## src/rtl/fetch_unit_pkg.sv

```systemverilog
// Shared definitions for the fetch stage: word width, instruction field
// slices, opcode/T-field encodings, the bubble word and the fetch FSM states.
package fetch_unit_pkg;

    localparam int WORD = 16;

    // Instruction field slices
    localparam int OP_HI = 15;
    localparam int OP_LO = 12;
    localparam int T_HI  = 3;
    localparam int T_LO  = 0;

    // Encodings
    localparam logic [3:0]      OPNOARG   = 4'h0;
    localparam logic [3:0]      T_TRAP    = 4'h0;
    localparam logic [WORD-1:0] NOPWORD_C = 16'h000F;

    typedef enum logic {
        RUN    = 1'b0,
        HALTED = 1'b1
    } state_t;

    // A trap is the noarg opcode with the trap T-field.
    function automatic logic is_trap(input logic [WORD-1:0] w);
        return (w[OP_HI:OP_LO] == OPNOARG) && (w[T_HI:T_LO] == T_TRAP);
    endfunction

endpackage

```

## src/rtl/fetch_unit_call_stack.sv

```systemverilog
// Hardware call stack: a CALLDEPTH x WIDTH shift register whose top is
// entry 0, with a saturating depth counter and sticky overflow/underflow flags.
module call_stack
    import fetch_unit_pkg::*;
#(
    parameter int WIDTH     = WORD,
    parameter int CALLDEPTH = 4
) (
    input  logic                           clk,
    input  logic                           reset,
    input  logic                           push,
    input  logic                           pop,
    input  logic [WIDTH-1:0]               din,
    output logic [WIDTH-1:0]               top,
    output logic [$clog2(CALLDEPTH+1)-1:0] depth,
    output logic                           ovf,
    output logic                           unf
);

    localparam int DW = $clog2(CALLDEPTH + 1);

    logic [WIDTH-1:0] entry [CALLDEPTH];

    assign top = entry[0];

    // Shift entries down on push, up on pop (zero fills the vacated bottom);
    // pop wins if both arrive together.
    always_ff @(posedge clk) begin
        if (!reset) begin
            for (int i = 0; i < CALLDEPTH; i++) entry[i] <= '0;
            depth <= '0;
            ovf   <= 1'b0;
            unf   <= 1'b0;
        end else if (pop) begin
            for (int i = 0; i < CALLDEPTH - 1; i++) entry[i] <= entry[i+1];
            entry[CALLDEPTH-1] <= '0;
            if (depth == '0) unf   <= 1'b1;
            else             depth <= depth - DW'(1);
        end else if (push) begin
            entry[0] <= din;
            for (int i = 1; i < CALLDEPTH; i++) entry[i] <= entry[i-1];
            if (depth == DW'(CALLDEPTH)) ovf   <= 1'b1;
            else                         depth <= depth + DW'(1);
        end
    end

endmodule

```

## src/rtl/fetch_unit.sv

```systemverilog
// Instruction-fetch stage: owns the PC and call stack, drives the
// instruction-memory address, registers fetched words into ir, applies
// redirects from execute with a one-bubble penalty and halts after a trap.
module fetch_unit
    import fetch_unit_pkg::*;
#(
    parameter int               WIDTH     = WORD,
    parameter int               CALLDEPTH = 4,
    parameter logic [WIDTH-1:0] RESETPC   = 16'h0000,
    parameter logic [WIDTH-1:0] NOPWORD   = NOPWORD_C
) (
    input  logic             clk,
    input  logic             reset,
    input  logic             stall,
    output logic [WIDTH-1:0] imem_addr,
    input  logic [WIDTH-1:0] imem_data,
    output logic [WIDTH-1:0] ir,
    output logic             irvalid,
    output logic [WIDTH-1:0] irpc,
    input  logic             redirect,
    input  logic [WIDTH-1:0] redirect_pc,
    input  logic             call,
    input  logic [WIDTH-1:0] call_target,
    input  logic [WIDTH-1:0] call_link,
    input  logic             ret,
    output logic             halted,
    output logic             stack_ovf,
    output logic             stack_unf
);

    localparam int DW = $clog2(CALLDEPTH + 1);

    state_t           state, state_nxt;
    logic [WIDTH-1:0] pc;
    logic [WIDTH-1:0] stk_top;
    logic [DW-1:0]    stk_depth;
    logic [WIDTH-1:0] ret_pc;
    logic             any_redir;
    logic             fetch_trap;

    assign any_redir  = ret | call | redirect;
    assign fetch_trap = is_trap(imem_data);
    // An empty stack returns 0 regardless of stale contents.
    assign ret_pc     = (stk_depth == '0) ? '0 : stk_top;
    assign imem_addr  = pc;

    call_stack #(
        .WIDTH     (WIDTH),
        .CALLDEPTH (CALLDEPTH)
    ) u_call_stack (
        .clk   (clk),
        .reset (reset),
        .push  (call & ~ret),
        .pop   (ret),
        .din   (call_link),
        .top   (stk_top),
        .depth (stk_depth),
        .ovf   (stack_ovf),
        .unf   (stack_unf)
    );

    // FSM state register
    always_ff @(posedge clk) begin
        if (!reset) state <= RUN;
        else        state <= state_nxt;
    end

    // FSM next state: any redirect resumes fetching, an unstalled trap fetch halts
    always_comb begin
        state_nxt = state;
        if (any_redir)
            state_nxt = RUN;
        else if (state == RUN && !stall && fetch_trap)
            state_nxt = HALTED;
    end

    // FSM outputs
    always_comb begin
        halted = (state == HALTED);
    end

    // PC and IR registers: redirects insert a bubble, RUN fetches, HALTED drains NOPs
    always_ff @(posedge clk) begin
        if (!reset) begin
            pc      <= RESETPC;
            ir      <= NOPWORD;
            irvalid <= 1'b0;
            irpc    <= '0;
        end else if (any_redir) begin
            if (ret)       pc <= ret_pc;
            else if (call) pc <= call_target;
            else           pc <= redirect_pc;
            ir      <= NOPWORD;
            irvalid <= 1'b0;
        end else if (!stall) begin
            if (state == RUN) begin
                ir      <= imem_data;
                irpc    <= pc;
                irvalid <= 1'b1;
                if (!fetch_trap) pc <= pc + WIDTH'(1);
            end else begin
                ir      <= NOPWORD;
                irvalid <= 1'b0;
            end
        end
    end

endmodule

```

## config.mk

```make
export PLATFORM = sky130hd
export DESIGN_NAME = fetch_unit
export DESIGN_NICKNAME = d
export VERILOG_FILES = /design/src/rtl/fetch_unit_pkg.sv /design/src/rtl/fetch_unit_call_stack.sv /design/src/rtl/fetch_unit.sv
export SDC_FILE = /design/constraint.sdc
export NUM_CORES = 1
export LEC_CHECK = 0
export CAP_MARGIN = 30
export CORE_ASPECT_RATIO = 2
export CORE_MARGIN = 5
export CORE_UTILIZATION = 36
export CTS_CLUSTER_DIAMETER = 30
export CTS_CLUSTER_SIZE = 8
export DETAILED_ROUTE_END_ITERATION = 7
export PLACE_DENSITY_LB_ADDON = 0.05
export SLEW_MARGIN = 25
export SYNTH_ARGS = -nofsm -noshare
export SYNTH_HDL_FRONTEND = slang
export SYNTH_SLANG_ARGS = --single-unit
```

## constraint.sdc

```tcl
create_clock -name clk -period 2.29 [get_ports clk]
set_clock_uncertainty 0.05 [all_clocks]
set_input_delay 0.458 -clock clk [delete_from_list [all_inputs] [get_ports clk]]
set_output_delay 0.458 -clock clk [all_outputs]
set_load 0.05 [all_outputs]
```

==> results.sh <==
export IMPL_post_synth_cell_area_avg_um2=11.0
export IMPL_clk_latency_ns=0.42
export IMPL_timing_final_crit_share=0.966
export IMPL_clockBufferDepth=2
export IMPL_report_final_setup_viol=0
export IMPL_die_height_um=183
export IMPL_critPathCaptureType="output pin"
export IMPL_rsz0062_at_grt="no"
export IMPL_route_detailed_vias_per_inst=5.44
export IMPL_synthDistinctLibCells=62
export IMPL_grt_antenna_before_repair=0
export IMPL_reg2reg_slack_ns=0.27
export IMPL_dominantRegCellSynth="edfxtp_1"
export IMPL_die_width_um=96.7
export IMPL_finalWorstPathRequiredPeriod_ns=2.21
export IMPL_syn_area_um2=5420
export IMPL_layout_area_seq_um2=3020
export IMPL_fmax_mhz=452
export IMPL_clock_tree_htree_level_count=4
export IMPL_grt_use_met1=0.202
export IMPL_gr_layer_usage_met2=0.390
export IMPL_rows=63
export IMPL_synthToLayoutAreaGrowth_pct=44.8
export IMPL_start_util=0.366
export IMPL_worst_setup_start_kind="flip-flop"
export IMPL_worst_path_max_delay_cell="clkdlybuf4s50_1"
export IMPL_timing_final_max_slew_violations=0
export IMPL_layout_filler_cells=1405
export IMPL_critical_path_cell_chain="clkdlybuf4s50_1"
export IMPL_post_dp_hpwl_mm=13.3
export IMPL_worst_slack_setup_final_ns=0.0772
export IMPL_critPathBufInv=1
export IMPL_timing_worst_setup_path_type="flip-flop to output pin"
export IMPL_detail_route_wl_per_cell_um=20.3
export IMPL_groute_layer_met3_usage=0.0395
export IMPL_largest_net_degree_at_the_start_of_global_routing=49
export IMPL_boundaryPins=122
export IMPL_critical_path_max_stage_delay_ns=0.86
export IMPL_power_density_nw_per_um2=747
export IMPL_post_route_antenna_net_violation_count=0
export IMPL_drt_iter0_drc=204
export IMPL_worst_pin_slew_ns=0.544
export IMPL_finalNetCount=735
export IMPL_antenna_diode_count=0
export IMPL_relSlewSlack=0.636
export IMPL_cts_hold_buffers_added=0
export IMPL_preCtsSetupSlack_ns=-0.0759
export IMPL_routabilityCongestion=0.827
export IMPL_placed_cell_count=839
export IMPL_power_leakage_nw=2.98
export IMPL_async_flop_share=0
export IMPL_critical_path_s_top_delay_family="buffers and inverters"
export IMPL_fp_coreArea_um2=14800
export IMPL_ys_seq_area_frac=0.558
export IMPL_number_of_iterations_in_the_first_detailed_routing_pass=4
export IMPL_timing_critical_path_fanout_max=5
export IMPL_cts_clk_slew_worst_paths_ns=0.06
export IMPL_grt_most_used_layer="met2"
export IMPL_tns_ns=0
export IMPL_postSynthCellCount=492
export IMPL_clock_tree_root_cell="clkbuf_16"
export IMPL_post_layout_total_power_w=0.00586
export IMPL_r2r_end="imem_addr[4]"
export IMPL_post_route_cells_drive_above_1_share=0.200
export IMPL_cts_inserted_buffers=17
export IMPL_multi_input_comb_area_um2=2160
export IMPL_hold_path_startpoint="irpc[12]"
export IMPL_worst_hold_path_num_cells=2
export IMPL_fin_cells=871
export IMPL_dieArea_um2=17800
export IMPL_worstRegToRegCells=7
export IMPL_r2r_start="imem_addr[0]"
export IMPL_clock_sink_count=119
export IMPL_post_cts_buffers=0
export IMPL_worstHoldPathType="flip-flop to flip-flop"
export IMPL_final_hold_viol_count=0
export IMPL_hold_ep="irpc[12]"
export IMPL_layout_common_cells="113 x clkdlybuf4s50_1, 64 x buf_4, 64 x edfxtp_1"
export IMPL_worst_endpoint_arrival_ns=1.70
export IMPL_worst_hold_slack_ns=0.400
export IMPL_worst_ep_required_time_ns=1.78
export IMPL_drc=0
export IMPL_synth_nets=564
export IMPL_grt_overflow_total=0
export IMPL_grt_usage=0.200
export IMPL_max_vdd_ir_drop_mv=0.547
export IMPL_cts_tree="yes"
export IMPL_synth_ff_latch_count=119
export IMPL_synth_enable_flop_cells=64
export IMPL_layout_cells_most_common="clkdlybuf4s50_1"
export IMPL_grt_pass1_vias=4946
export IMPL_grt_pass1_wl_mm=27.5
export IMPL_port_buffer_count=121
export IMPL_ys_warn_count=0
export IMPL_outcome="finished clean"
export IMPL_max_cap_violations=0
export IMPL_routed_via_count=4736
export IMPL_detail_route_wirelength_mm=17.7
## what timing repair did
item,in CTS,in global routing
gates resized for setup,3,3
endpoints found under the setup margin,3,3
pin swaps,0,0
## per-stage QoR
step / utilization / cell area (um^2)
after floorplan: - / 5420
after global placement: 0.491 / 7270
after detailed placement: 0.491 / 7270
after global routing: 0.529 / 7850
final: 0.529 / 7850
after CTS: 0.529 / 7840
## Yosys cell counts, drive strengths merged, types with 2 or more instances
cell type,n,area (um^2)
a311oi,2,17.5
clkbuf,19,71.3
a211oi,8,60.1
a2bb2oi,5,43.8
buf,19,139
nand4,5,37.5
and2,17,106
nor3,5,30.0
xor2,2,17.5
or4,4,37.5
or2,3,18.8
o31ai,3,27.5
o221ai,2,17.5
o22ai,12,75.1
or3b,9,81.3
nand2b,9,56.3
a22o,33,290
o21ai,7,50.1
a22oi,29,218
o311a,2,20.0
a31oi,3,18.8
nor2,41,169
edfxtp,64,1920
xnor2,3,26.3
a32o,7,70.1
nand3,6,30.0
o31a,5,46.3
and4,3,26.3
a21oi,23,119
inv,8,30.0
or3,3,20.0
nor4,5,43.8
dfxtp,55,1100
nand2,54,203
mux2i,4,40.0
## cell families (layout without fill, tap and decap cells)
logic type      Yosys count  in the layout  share of synthesized area
simple gates            165            165                      0.160
compound gates          151            151                      0.216
flops                   119            119                      0.558
buf+inv                  46            230                     0.0443
xor+xnor                  5              5                    0.00808
mux                       4              4                    0.00739
fa+ha+maj                 2              2                    0.00600
## layer usage
| metal | share of wire | wire length, um |
|---|---|---|
| met4 | 0.031 | 539 |
| met3 | 0.036 | 636 |
| met1 | 0.36 | 6340 |
| met5 | 0 | 0 |
| met2 | 0.57 | 10200 |
## power by group
part           switching [W]  internal (W)
clock                0.00107       0.00151
sequential         0.0000901       0.00236
combinational       0.000443      0.000385
total                0.00161       0.00426
## worst max path at each step
stage                        from             to  slack [ns]  cells after the start
finish              imem_addr[12]  imem_addr[12]        0.08                      1
global route         imem_addr[0]   imem_addr[0]        0.03                      1
CTS                 imem_addr[10]  imem_addr[10]       0.002                      1
detailed placement   imem_data[2]   imem_addr[3]       -0.08                      6
global placement            stall   imem_addr[4]       -0.08                      7
floorplan            imem_addr[0]  imem_addr[14]        0.05                      5
## registers in the layout (all words and copies together), names as in the netlist
name	cells
u_call_stack.entry	64
u_call_stack.ovf	1
irpc	16
u_call_stack.depth	3
irvalid	1
ir	16
imem_addr	16
u_call_stack.unf	1
halted	1
## final cells by class
type                            count  share of cell area
Clock buffer                       17              0.0542
Clock inverter                     15              0.0185
Inverter                            8             0.00383
Multi-Input combinational cell    327               0.276
Sequential cell                   119               0.385
Tap cell                          195              0.0311
Timing Repair Buffer              190               0.231
No activity file was read; power rests on OpenSTA's default activity.
